[config.mk]
export PLATFORM = sky130hd
export DESIGN_NAME = fetch_decode_frontend_flat
export DESIGN_NICKNAME = d
export VERILOG_FILES = /design/src/rtl/fetch_decode_frontend_if.sv /design/src/rtl/fetch_decode_frontend.sv /design/src/flat_wrapper.sv
export SDC_FILE = /design/constraint.sdc
export NUM_CORES = 1
export LEC_CHECK = 0
export ABC_CLOCK_PERIOD_IN_PS = 6000
export BUFFER_PORTS_ARGS = -buffer_cell sky130_fd_sc_hd__buf_2
export CAP_MARGIN = 15
export CORE_ASPECT_RATIO = 0.5
export CORE_UTILIZATION = 54
export DETAILED_ROUTE_END_ITERATION = 16
export PLACE_DENSITY = 0.9
export SETUP_SLACK_MARGIN = 0.2
export SLEW_MARGIN = 20
export SYNTH_ARGS = -nofsm -noshare
export SYNTH_HDL_FRONTEND = slang
export SYNTH_SLANG_ARGS = --single-unit
[constraint.sdc]
create_clock -name clk -period 6 [get_ports clk]
set_input_delay 0.3 -clock clk [delete_from_list [all_inputs] [get_ports clk]]
set_output_delay 0.3 -clock clk [all_outputs]
set_load 0.05 [all_outputs]
[src/rtl/fetch_decode_frontend_if.sv]
// Bundle between the RV32I fetch/decode front end, the instruction cache and rename.
// master = the front end; slave = the surrounding environment (cache, redirect source, rename).
// Handshake: the front end offers an instruction with valid_o. The instruction is consumed
// on a rising edge where valid_o=1 and ready_o=1. While ready_o=0, valid_o and every decoded
// field hold steady. cache_instruction_valid qualifies cache_instruction_data for the
// current cache_instruction_addr in the same cycle.
interface fetch_decode_frontend_if;
  logic        jump;
  logic [31:0] jump_addr;
  logic [31:0] cache_instruction_addr;
  logic [31:0] cache_instruction_data;
  logic        cache_instruction_valid;
  logic        valid_o;
  logic        ready_o;
  logic [31:0] pc_o;
  logic [6:0]  opcode_o;
  logic [4:0]  rd_o;
  logic [4:0]  rs1_o;
  logic [4:0]  rs2_o;
  logic [2:0]  funct3_o;
  logic [6:0]  funct7_o;
  logic [31:0] imm_o;
  logic        uses_rd_o;
  logic        uses_rs1_o;
  logic        uses_rs2_o;
  logic        illegal_o;

  modport master (
    input  jump, jump_addr, cache_instruction_data, cache_instruction_valid, ready_o,
    output cache_instruction_addr, valid_o, pc_o, opcode_o, rd_o, rs1_o, rs2_o,
           funct3_o, funct7_o, imm_o, uses_rd_o, uses_rs1_o, uses_rs2_o, illegal_o
  );

  modport slave (
    output jump, jump_addr, cache_instruction_data, cache_instruction_valid, ready_o,
    input  cache_instruction_addr, valid_o, pc_o, opcode_o, rd_o, rs1_o, rs2_o,
           funct3_o, funct7_o, imm_o, uses_rd_o, uses_rs1_o, uses_rs2_o, illegal_o
  );
endinterface

[src/rtl/fetch_decode_frontend.sv]
// Two-stage RV32I front end: fetch register (PC, cache capture, redirect) then decode register.
// Optional macro FETCH_DECODE_X0_SUPPRESS_EN clears uses_rd_o for instructions writing x0.
module fetch_decode_frontend #(
  parameter logic [31:0] RESET_ADDR = 32'h0000_0000,
  parameter int          XLEN       = 32
) (
  input  logic                   clk,
  input  logic                   reset,
  fetch_decode_frontend_if.master bus
);

  localparam logic [6:0] OP_LUI    = 7'b0110111;
  localparam logic [6:0] OP_AUIPC  = 7'b0010111;
  localparam logic [6:0] OP_JAL    = 7'b1101111;
  localparam logic [6:0] OP_JALR   = 7'b1100111;
  localparam logic [6:0] OP_BRANCH = 7'b1100011;
  localparam logic [6:0] OP_LOAD   = 7'b0000011;
  localparam logic [6:0] OP_STORE  = 7'b0100011;
  localparam logic [6:0] OP_IMM    = 7'b0010011;
  localparam logic [6:0] OP_REG    = 7'b0110011;
  localparam logic [6:0] OP_FENCE  = 7'b0001111;
  localparam logic [6:0] OP_SYSTEM = 7'b1110011;

  logic [XLEN-1:0] r_pc;
  logic            r_f_valid;
  logic [31:0]     r_f_instr;
  logic [XLEN-1:0] r_f_pc;

  logic            r_d_valid;
  logic [XLEN-1:0] r_d_pc;
  logic [6:0]      r_d_opcode;
  logic [4:0]      r_d_rd;
  logic [4:0]      r_d_rs1;
  logic [4:0]      r_d_rs2;
  logic [2:0]      r_d_funct3;
  logic [6:0]      r_d_funct7;
  logic [XLEN-1:0] r_d_imm;
  logic            r_d_uses_rd;
  logic            r_d_uses_rs1;
  logic            r_d_uses_rs2;
  logic            r_d_illegal;

  logic            w_d_load;
  logic            w_f_accept;
  logic [6:0]      w_opcode;
  logic [XLEN-1:0] w_imm;
  logic            w_uses_rd;
  logic            w_uses_rs1;
  logic            w_uses_rs2;
  logic            w_illegal;

  // Fetch may refill in the same cycle its current entry moves into decode.
  assign w_d_load   = r_f_valid && (!r_d_valid || bus.ready_o);
  assign w_f_accept = bus.cache_instruction_valid && (!r_f_valid || w_d_load);
  assign w_opcode   = r_f_instr[6:0];

  always_comb begin
    w_imm      = '0;
    w_uses_rd  = 1'b0;
    w_uses_rs1 = 1'b0;
    w_uses_rs2 = 1'b0;
    w_illegal  = 1'b0;
    case (w_opcode)
      OP_IMM, OP_LOAD, OP_JALR, OP_SYSTEM: begin
        w_imm      = {{20{r_f_instr[31]}}, r_f_instr[31:20]};
        w_uses_rd  = 1'b1;
        w_uses_rs1 = 1'b1;
      end
      OP_STORE: begin
        w_imm      = {{20{r_f_instr[31]}}, r_f_instr[31:25], r_f_instr[11:7]};
        w_uses_rs1 = 1'b1;
        w_uses_rs2 = 1'b1;
      end
      OP_BRANCH: begin
        w_imm      = {{19{r_f_instr[31]}}, r_f_instr[31], r_f_instr[7],
                      r_f_instr[30:25], r_f_instr[11:8], 1'b0};
        w_uses_rs1 = 1'b1;
        w_uses_rs2 = 1'b1;
      end
      OP_LUI, OP_AUIPC: begin
        w_imm      = {r_f_instr[31:12], 12'b0};
        w_uses_rd  = 1'b1;
      end
      OP_JAL: begin
        w_imm      = {{11{r_f_instr[31]}}, r_f_instr[31], r_f_instr[19:12],
                      r_f_instr[20], r_f_instr[30:21], 1'b0};
        w_uses_rd  = 1'b1;
      end
      OP_REG: begin
        w_uses_rd  = 1'b1;
        w_uses_rs1 = 1'b1;
        w_uses_rs2 = 1'b1;
      end
      OP_FENCE: begin
        w_imm      = '0;
      end
      default: begin
        w_illegal  = 1'b1;
      end
    endcase
`ifdef FETCH_DECODE_X0_SUPPRESS_EN
    if (r_f_instr[11:7] == 5'd0) w_uses_rd = 1'b0;
`endif
  end

  always_ff @(posedge clk or posedge reset) begin
    if (reset) begin
      r_pc         <= RESET_ADDR;
      r_f_valid    <= 1'b0;
      r_f_instr    <= '0;
      r_f_pc       <= '0;
      r_d_valid    <= 1'b0;
      r_d_pc       <= '0;
      r_d_opcode   <= '0;
      r_d_rd       <= '0;
      r_d_rs1      <= '0;
      r_d_rs2      <= '0;
      r_d_funct3   <= '0;
      r_d_funct7   <= '0;
      r_d_imm      <= '0;
      r_d_uses_rd  <= 1'b0;
      r_d_uses_rs1 <= 1'b0;
      r_d_uses_rs2 <= 1'b0;
      r_d_illegal  <= 1'b0;
    end else if (bus.jump) begin
      // Redirect squashes both stages and drops this cycle's cache response.
      r_pc      <= {bus.jump_addr[31:2], 2'b00};
      r_f_valid <= 1'b0;
      r_d_valid <= 1'b0;
    end else begin
      if (w_f_accept) begin
        r_f_valid <= 1'b1;
        r_f_instr <= bus.cache_instruction_data;
        r_f_pc    <= r_pc;
        r_pc      <= r_pc + 32'd4;
      end else if (w_d_load) begin
        r_f_valid <= 1'b0;
      end

      if (w_d_load) begin
        r_d_valid    <= 1'b1;
        r_d_pc       <= r_f_pc;
        r_d_opcode   <= w_opcode;
        r_d_rd       <= r_f_instr[11:7];
        r_d_rs1      <= r_f_instr[19:15];
        r_d_rs2      <= r_f_instr[24:20];
        r_d_funct3   <= r_f_instr[14:12];
        r_d_funct7   <= r_f_instr[31:25];
        r_d_imm      <= w_imm;
        r_d_uses_rd  <= w_uses_rd;
        r_d_uses_rs1 <= w_uses_rs1;
        r_d_uses_rs2 <= w_uses_rs2;
        r_d_illegal  <= w_illegal;
      end else if (bus.ready_o) begin
        r_d_valid <= 1'b0;
      end
    end
  end

  assign bus.cache_instruction_addr = r_pc;
  assign bus.valid_o    = r_d_valid;
  assign bus.pc_o       = r_d_pc;
  assign bus.opcode_o   = r_d_opcode;
  assign bus.rd_o       = r_d_rd;
  assign bus.rs1_o      = r_d_rs1;
  assign bus.rs2_o      = r_d_rs2;
  assign bus.funct3_o   = r_d_funct3;
  assign bus.funct7_o   = r_d_funct7;
  assign bus.imm_o      = r_d_imm;
  assign bus.uses_rd_o  = r_d_uses_rd;
  assign bus.uses_rs1_o = r_d_uses_rs1;
  assign bus.uses_rs2_o = r_d_uses_rs2;
  assign bus.illegal_o  = r_d_illegal;

endmodule

[src/flat_wrapper.sv]
// flat-port wrapper written by rule: the top's interface ports become plain ports
module fetch_decode_frontend_flat 
#(
  parameter logic [31:0] RESET_ADDR = 32'h0000_0000,
  parameter int          XLEN       = 32
)
  (clk, reset, bus_jump, bus_jump_addr, bus_cache_instruction_data, bus_cache_instruction_valid, bus_ready_o, bus_cache_instruction_addr, bus_valid_o, bus_pc_o, bus_opcode_o, bus_rd_o, bus_rs1_o, bus_rs2_o, bus_funct3_o, bus_funct7_o, bus_imm_o, bus_uses_rd_o, bus_uses_rs1_o, bus_uses_rs2_o, bus_illegal_o);
  fetch_decode_frontend_if bus_i ();
  input  logic clk;
  input  logic reset;
  input wire logic [$bits(bus_i.jump)-1:0] bus_jump;
  input wire logic [$bits(bus_i.jump_addr)-1:0] bus_jump_addr;
  input wire logic [$bits(bus_i.cache_instruction_data)-1:0] bus_cache_instruction_data;
  input wire logic [$bits(bus_i.cache_instruction_valid)-1:0] bus_cache_instruction_valid;
  input wire logic [$bits(bus_i.ready_o)-1:0] bus_ready_o;
  output wire logic [$bits(bus_i.cache_instruction_addr)-1:0] bus_cache_instruction_addr;
  output wire logic [$bits(bus_i.valid_o)-1:0] bus_valid_o;
  output wire logic [$bits(bus_i.pc_o)-1:0] bus_pc_o;
  output wire logic [$bits(bus_i.opcode_o)-1:0] bus_opcode_o;
  output wire logic [$bits(bus_i.rd_o)-1:0] bus_rd_o;
  output wire logic [$bits(bus_i.rs1_o)-1:0] bus_rs1_o;
  output wire logic [$bits(bus_i.rs2_o)-1:0] bus_rs2_o;
  output wire logic [$bits(bus_i.funct3_o)-1:0] bus_funct3_o;
  output wire logic [$bits(bus_i.funct7_o)-1:0] bus_funct7_o;
  output wire logic [$bits(bus_i.imm_o)-1:0] bus_imm_o;
  output wire logic [$bits(bus_i.uses_rd_o)-1:0] bus_uses_rd_o;
  output wire logic [$bits(bus_i.uses_rs1_o)-1:0] bus_uses_rs1_o;
  output wire logic [$bits(bus_i.uses_rs2_o)-1:0] bus_uses_rs2_o;
  output wire logic [$bits(bus_i.illegal_o)-1:0] bus_illegal_o;
  assign bus_i.jump = bus_jump;
  assign bus_i.jump_addr = bus_jump_addr;
  assign bus_i.cache_instruction_data = bus_cache_instruction_data;
  assign bus_i.cache_instruction_valid = bus_cache_instruction_valid;
  assign bus_i.ready_o = bus_ready_o;
  assign bus_cache_instruction_addr = bus_i.cache_instruction_addr;
  assign bus_valid_o = bus_i.valid_o;
  assign bus_pc_o = bus_i.pc_o;
  assign bus_opcode_o = bus_i.opcode_o;
  assign bus_rd_o = bus_i.rd_o;
  assign bus_rs1_o = bus_i.rs1_o;
  assign bus_rs2_o = bus_i.rs2_o;
  assign bus_funct3_o = bus_i.funct3_o;
  assign bus_funct7_o = bus_i.funct7_o;
  assign bus_imm_o = bus_i.imm_o;
  assign bus_uses_rd_o = bus_i.uses_rd_o;
  assign bus_uses_rs1_o = bus_i.uses_rs1_o;
  assign bus_uses_rs2_o = bus_i.uses_rs2_o;
  assign bus_illegal_o = bus_i.illegal_o;
  fetch_decode_frontend #(.RESET_ADDR(RESET_ADDR), .XLEN(XLEN)) u_core (.clk(clk), .reset(reset), .bus(bus_i));
endmodule
==> results of run 1 <==
## cell usage in the layout, fill, tap and decap left out, drive strengths merged, types with 11 or more instances in the layout
| cell type | instances |
|---|---|
| nand3 | 34 |
| a31oi | 17 |
| mux2 | 59 |
| o21ai | 48 |
| nor2 | 37 |
| buf | 197 |
| nand2 | 230 |
| nand4 | 16 |
| a21oi | 16 |
| inv | 13 |
| clkbuf | 18 |
| dfrtp | 192 |
| a2bb2oi | 11 |
## stage by stage
stage | setup slack (ps) | cells
4_1_cts | 2720 | 1204
3_3_place_gp | 2460 | 1172
6_report | 2650 | 1204
3_5_place_dp | 2430 | 1172
2_1_floorplan | 473 | 833
5_1_grt | 2300 | 1204
## worst paths after layout
| check | cells past startpoint | endpoint | start | slack, ps |
|---|---|---|---|---|
| hold / removal | 2 | u_core.bus.pc_o[29]$_DFFE_PP0P_ | reset | 20 |
| setup / recovery | 4 | u_core.bus.imm_o[19]$_DFFE_PP0P_ | u_core.r_f_valid$_DFFE_PP0P_ | 2650 |
| max in group asynchronous | 3 | u_core.bus.pc_o[31]$_DFFE_PP0P_ | reset | 4570 |
| min in group clk | 3 | u_core.bus.cache_instruction_addr[7]$_DFFE_PP0P_ | bus_jump_addr[7] | 80 |
| hold reg to reg | 2 | u_core.bus.pc_o[13]$_DFFE_PP0P_ | u_core.r_f_pc[13]$_DFFE_PP0P_ | 460 |
| setup reg to reg | 4 | u_core.bus.imm_o[19]$_DFFE_PP0P_ | u_core.r_f_valid$_DFFE_PP0P_ | 2650 |
## registers in the layout, summed over array words and instances (netlist names), 3 cells and up
name	flops
u_core.bus.funct3_o	3
u_core.bus.funct7_o	7
u_core.bus.cache_instruction_addr	30
u_core.bus.rs2_o	5
u_core.bus.opcode_o	7
u_core.bus.imm_o	32
u_core.r_f_instr	32
u_core.bus.pc_o	30
u_core.r_f_pc	30
u_core.bus.rs1_o	5
u_core.bus.rd_o	5
## critical path: cells and delay by family, from the launching register on
kind               cells  cell delay, ps
and+or+nand+nor        2            1640
AOI/OAI and AO/OA      2            1160
DFF                    1             380
## power by group through the flow
stage	Combinational (mW)	Clock, mW	Sequential [mW]
global route	1.19	1.24	1.72
finish	1.12	1.18	1.69
floorplan	0.336	0	2.20
CTS	1.12	1.19	1.69
global placement	1.09	0	1.69
detailed placement	1.12	0	1.71
## cells in the mapped netlist (2+ instances only)
master       n  area (um2)
nand3_1     34         170
nand4bb_1    2        22.5
buf_4        4        30.0
a31oi_1     17         106
nor2b_1      4        25.0
nand4b_1     2        17.5
o21ai_0     48         240
o31ai_1      3        22.5
or3_2        2        15.0
nor3_1       4        20.0
clkbuf_1    25        93.8
clkbuf_8     2        27.5
buf_1        7        26.3
mux2_2      59         664
xnor2_1      4        35.0
nand3b_1     2        15.0
nand2_1    230         863
buf_2       16        80.1
and3_1       5        31.3
o41ai_1      4        35.0
nand4_1     15        93.8
or3_1        7        43.8
xor2_1       4        35.0
dfrtp_1    192        4800
a2bb2oi_1   11        96.3
inv_1        7        26.3
or2_2        3        18.8
nor2_1      37         139
o211ai_1     6        45.0
and4_1       6        52.6
o22a_1       4        35.0
a22oi_1      3        22.5
nor3b_1      2        15.0
a21oi_1     16        80.1
and2_1       3        18.8
a21o_1       6        45.0
or4_1        5        37.5
nand2b_1     2        12.5
## layout make-up
class | count | area (um2)
clock buffer | 18 | 439
clock inverter | 14 | 168
fill | 1130 | 4780
inverter | 8 | 37.5
multi-input combinational | 577 | 3350
sequential | 192 | 4800
tap | 198 | 248
timing repair buffer | 197 | 991
## per-layer routing
metal	wire length, um	share of wire, %	track usage [%]
met4	328	1.5	8.40
met5	0	0	0
met2	10600	50	45.7
met1	8820	41	36.3
met3	1540	7.2	6.78
## cells by family after synthesis
group	after synthesis	share of synthesized area [%]
compound gates	128	9.71
xor+xnor	8	0.833
fa+ha+maj	1	0.149
buf+inv	64	3.58
flops	192	57.1
mux	60	8.01
other cells	1	0.0446
simple gates	376	20.6
==> impl_metrics.toml, run 1 <==
[clock_network]
clkLatencyLatePin_ps = 440
cts.sinks = 192
cts-root-buf = "clkbuf_16"
cts_max_path_buffers = 2
cts_hold_buf = 0
cts_buffers = 17
worst_setup_hold_path_clk_slew_ps = 80
postCtsSetupRepairBufs = 0
htreeDepth = 4
cts_resized = 0
tritoncts = "yes"

[critical_path]
startpoint_type = "flip-flop"
endpoint_kind = "flip-flop"
cp_max_fo = 90
crit_arrival_ps = 3620
worstPathCellList = "nor2b_1 > nand2_4 > a41oi_1 > a21oi_1"
worstPathRequired_ps = 6270
critPathMaxStageDelay_ps = 990
crit_type = "reg2reg"
crit_slowest_cell = "a41oi_1"

[timing]
hold_slack_ps = 17.0
tightest_slew_ps = 1060
hold_violations = 0
fin_crit_sh_pct = 55.9
finalClockSkew_ps = 10.7
fin_crit_ps = 3350
max_freq_ghz = 0.298
slew_violations = 0
setup_viol = 0
rsz0062_at_grt = "false"
slew_headroom_pct = 29.2
tns_ps = 0

[layout]
nets = 1063
drive_gt1_share_pct = 30.3
area_growth_syn_to_layout_pct = 19.2
antenna_cells = 0
utilization_pct = 67.7
stdcell_area_um2 = 10000

[floorplan]
start_util_pct = 56.8
num_rows = 31
coreArea_um2 = 14800
die_h_um = 90.3
die_area_um2 = 16100
ios = 202
die_w_um = 179

[routing]
dr.pass1.iters = 5
vias_per_cell = 5.77
wl_um = 21300
wl_per_cell_um = 17.7
route.detailed.drc = 0
ant_nets = 0
drt_iter0_drc = 638
via_count = 6952

[placement]
gp_congestion = 0.823
port-buffer-count = 195
place_area_um2 = 9420
place_hpwl_um = 14000

[yosys]
ys_ff_latch = 192
syn_area_um2 = 8420
synthCells = 830
yosysUniqueCellTypes = 65
async_flop_share_pct = 100
ys_seq_area_share_pct = 57.1
yosys_warnings = 0
syn_area_per_cell_um2 = 10.1
synth_flop_cell = "dfrtp_1"
synth_edf_count = 0

[power_and_ir_drop]
p_clk_share_pct = 29.5
ir_drop_v = 0.000209
total_power_mw = 3.98
internal_power_mw = 2.44
p_per_area_nw_per_um2 = 397
switching_share_pct = 38.7
pwr-share-comb_pct = 28.0
p_leak_nw = 4.86
p_sw_mw = 1.54
pwr-share-seq_pct = 42.4

[global_routing]
grt_start_max_net_pins = 124
grt_usage_pct = 27.7
grt_first_pass_wirelength_um = 35200
overflow = 0
antenna_found_initial = 0
grt_pass1_vias = 7022

[min_path]
min-delay-path-class = "in2async"

[flow_run]
maxCapViolations = 0

[outcome]
outcome = "complete, no violations"
No activity file was read; power rests on OpenSTA's default activity.
==> run 2, diff against run 1 <==
Settings changed: ABC_AREA set to 1, ABC_CLOCK_PERIOD_IN_PS 6000 to 2870, CORE_UTILIZATION 54 to 49, PLACE_DENSITY 0.9 to 0.87.
Clock period 6 ns to 2.87 ns, I/O delays scaled along.
==> run 2 against run 1 <==
- routed wire length up 14%
- count of clock-buffer cells in the layout rose by 1
- first-iteration DRC count is 18% lower
- design area grew 9.7%
- sequential power increased by 100%
- power rose by 100%
- maximum frequency increased by 56%
- register-to-register slack got worse by 1900 ps
- die area up 13%
- utilization is 2.2 points lower
- non-clock buffer count is 67 higher
- cell count rose by 28%
- largest power group unchanged
==> impl_metrics.toml, run 2 <==
[outcome]
outcome = "complete, no violations"

[layout]
final_common_cell = "nand2_1"
final_cell_mix = "419 x nand2_1, 195 x buf_2, 192 x dfrtp_1"
antenna_cells = 0
utilization_pct = 65.5
nets = 1371
area_growth_syn_to_layout_pct = 27.0
finalNonFillerCells = 1541
stdcell_area_um2 = 11000
drive_gt1_share_pct = 21.0

[yosys]
synthTopCellsByCount = "419 x nand2_1, 192 x dfrtp_1, 103 x o21ai_0, 77 x inv_1, 70 x nand3_1"
yosysUniqueCellTypes = 35
synthXorXnorAreaFrac_pct = 0.910
ys_seq_area_share_pct = 55.5
synth_compound_area_share_pct = 8.16
synth.area.mux_share_pct = 0
synth_area_leaders = "dfrtp_1 55%, nand2_1 18%, o21ai_0 6.0%, nand3_1 4.0%, inv_1 3.3%"
synthCells = 1066
synth_flop_cell = "dfrtp_1"
yosys.area_share.simple_pct = 28.7
synth_adder_area_share_pct = 0.144
synth_edf_count = 0
yosys.area.top_type = "dfrtp_1"
ys_ff_latch = 192
synth.most_common_cell = "nand2_1"
synth_top_family_by_area = "simple AND/OR/NAND/NOR gates"
async_flop_share_pct = 100
syn_area_um2 = 8660
yosys_warnings = 0
syn_area_per_cell_um2 = 8.12
synth.top_cell.area_share_pct = 55.5

[global_routing]
grt_start_max_net_pins = 58
overflow = 0
grt_pass1_vias = 7784
grt_usage_pct = 27.9
grt_first_pass_wirelength_um = 39200
antenna_found_initial = 0

[critical_path]
path_depth = 10
worstPathRequired_ps = 3200
crit_slowest_cell = "dfrtp_1"
critPathMaxStageDelay_ps = 500
r2r_start = "u_core.bus.cache_instruction_addr[2]$_DFFE_PP0P_"
reg2reg_slack_ps = 720
crit_family = "simple AND/OR/NAND/NOR gates"
endpoint_kind = "flip-flop"
rr_worst_depth = 10
worstPathCellList = "ha_1 > nand2_1 > nor2_1 > nand2_1 > nor2_1 > nand2_1 > nand2_1 > nand3_1 > nand2_1 > nand2_1"
rr_endpoint = "u_core.bus.cache_instruction_addr[20]$_DFFE_PP0P_"
cp_max_fo = 6
crit_type = "reg2reg"
startpoint_type = "flip-flop"
cp_num_buf_inv = 0
path_common_cell = "nand2_1"
crit_arrival_ps = 2470

[clock_network]
htreeDepth = 4
cts_resized = 0
postCtsSetupRepairBufs = 0
worst_setup_hold_path_clk_slew_ps = 70
cts_max_path_buffers = 2
cts_buffers = 17
tritoncts = "yes"
clkLatencyLatePin_ps = 440
cts.sinks = 192
cts-root-buf = "clkbuf_16"

[placement]
gp_congestion = 0.925
port-buffer-count = 195
place_worst_setup_slack_ps = 814
place_hpwl_um = 16600
place_area_um2 = 9880
placedCellCount = 1459

[timing]
slew_violations = 0
finalClockSkew_ps = 14.3
fin_ws_ps = 724
tightest_slew_ps = 656
hold_slack_ps = 16.9
tns_ps = 0
fin_crit_ps = 2150
slew_headroom_pct = 56.2
hold_violations = 0
fin_crit_sh_pct = 74.8
max_freq_ghz = 0.466
rsz0062_at_grt = "false"
setup_viol = 0

[power_and_ir_drop]
p_sw_mw = 3.04
p_clk_share_pct = 31.4
pwr-share-seq_pct = 42.2
ir_drop_v = 0.000548
pwr-share-comb_pct = 26.5
p_per_area_nw_per_um2 = 735
internal_power_mw = 5.05
total_power_mw = 8.09
switching_share_pct = 37.5
p_leak_nw = 5.92

[floorplan]
die_h_um = 96.0
die_w_um = 190
start_util_pct = 51.5
die_area_um2 = 18200
num_rows = 33
coreArea_um2 = 16800
ios = 202

[routing]
wl_um = 24400
dr.pass1.iters = 5
drt_iter0_drc = 522
ant_nets = 0
route.detailed.drc = 0
via_count = 8065
wl_per_cell_um = 15.8
vias_per_cell = 5.23

[min_path]
hold_start = "bus_jump_addr[26]"
hold_path_depth = 5
min-delay-path-class = "in2reg"
min_to = "u_core.bus.cache_instruction_addr[26]$_DFFE_PP0P_"

[flow_run]
maxCapViolations = 0
[run 2: changes by cell type in the layout (fill, tap and decap cells not counted), sizes merged, moves of 15 or more]
| cell | previous run | this run |
|---|---|---|
| buf | 197 | 214 |
| mux2 | 59 | 0 |
| a31oi | 17 | 2 |
| nand3 | 34 | 80 |
| nor2 | 37 | 71 |
| dlygate4sd3 | 0 | 50 |
| o21ai | 48 | 109 |
| nand2 | 230 | 426 |
| inv | 13 | 87 |
[run 2: cell type report]
class / instances / area, um2
Inverter: 83 / 318
Tap cell: 227 / 284
Multi-Input combinational cell: 743 / 3300
Fill cell: 1384 / 5800
Clock inverter: 13 / 171
Clock buffer: 19 / 453
Sequential cell: 192 / 4800
Timing Repair Buffer: 264 / 1670
[run 2: what timing repair did]
item / 4_1_cts / 5_1_grt
hold buffers: 50 / 0
setup endpoints to repair: 0 / 0
hold endpoints to repair: 75 / 0
[run 2: power by group through the flow]
stage	clock network [mW]	registers, mW	logic [mW]
global route	2.69	3.46	2.30
detailed placement	0	3.45	2.08
finish	2.54	3.41	2.14
floorplan	0	4.36	0.577
CTS	2.57	3.40	2.14
global placement	0	3.43	2.05
[run 2: worst max-delay path by stage]
stage,slack (ps),endpoint,startpoint
after global routing,530,u_core.bus.cache_instruction_addr[20]$_DFFE_PP0P_,u_core.bus.cache_instruction_addr[2]$_DFFE_PP0P_
after global placement,930,u_core.r_f_instr[27]$_DFFE_PP0P_,bus_jump
after detailed placement,810,u_core.bus.cache_instruction_addr[20]$_DFFE_PP0P_,u_core.bus.cache_instruction_addr[2]$_DFFE_PP0P_
final,720,u_core.bus.cache_instruction_addr[20]$_DFFE_PP0P_,u_core.bus.cache_instruction_addr[2]$_DFFE_PP0P_
after floorplan,250,u_core.bus.cache_instruction_addr[10]$_DFFE_PP0P_,reset
after CTS,760,u_core.bus.cache_instruction_addr[20]$_DFFE_PP0P_,u_core.bus.cache_instruction_addr[2]$_DFFE_PP0P_
[run 2: metal layers]
| layer | vias up | share of wire [%] | routed length [um] | global-route usage (%) |
|---|---|---|---|---|
| li1 | 3834 | - | - | - |
| met1 | 3844 | 44 | 10700 | 36.1 |
| met2 | 340 | 47 | 11500 | 47.4 |
| met3 | 47 | 6.9 | 1680 | 5.47 |
| met4 | 0 | 2.2 | 530 | 9.88 |
| met5 | - | 0 | 0 | 0 |
[run 2: cell families (layout without fill, tap and decap cells)]
| logic type | Yosys count | count (layout) |
|---|---|---|
| AO/OA/AOI/OAI | 134 | 134 |
| XOR/XNOR | 9 | 9 |
| adder cells (fa/ha/maj) | 1 | 1 |
| buffers and inverters | 134 | 379 |
| flip-flops | 192 | 192 |
| other | 1 | 4 |
| AND/OR/NAND/NOR | 595 | 595 |
[run 2: worst reg2reg max path: cells and delay by family, from the launching register on]
family | cells | cell delay, ps
fa+ha+maj | 1 | 260
flops | 1 | 500
simple gates | 9 | 1290
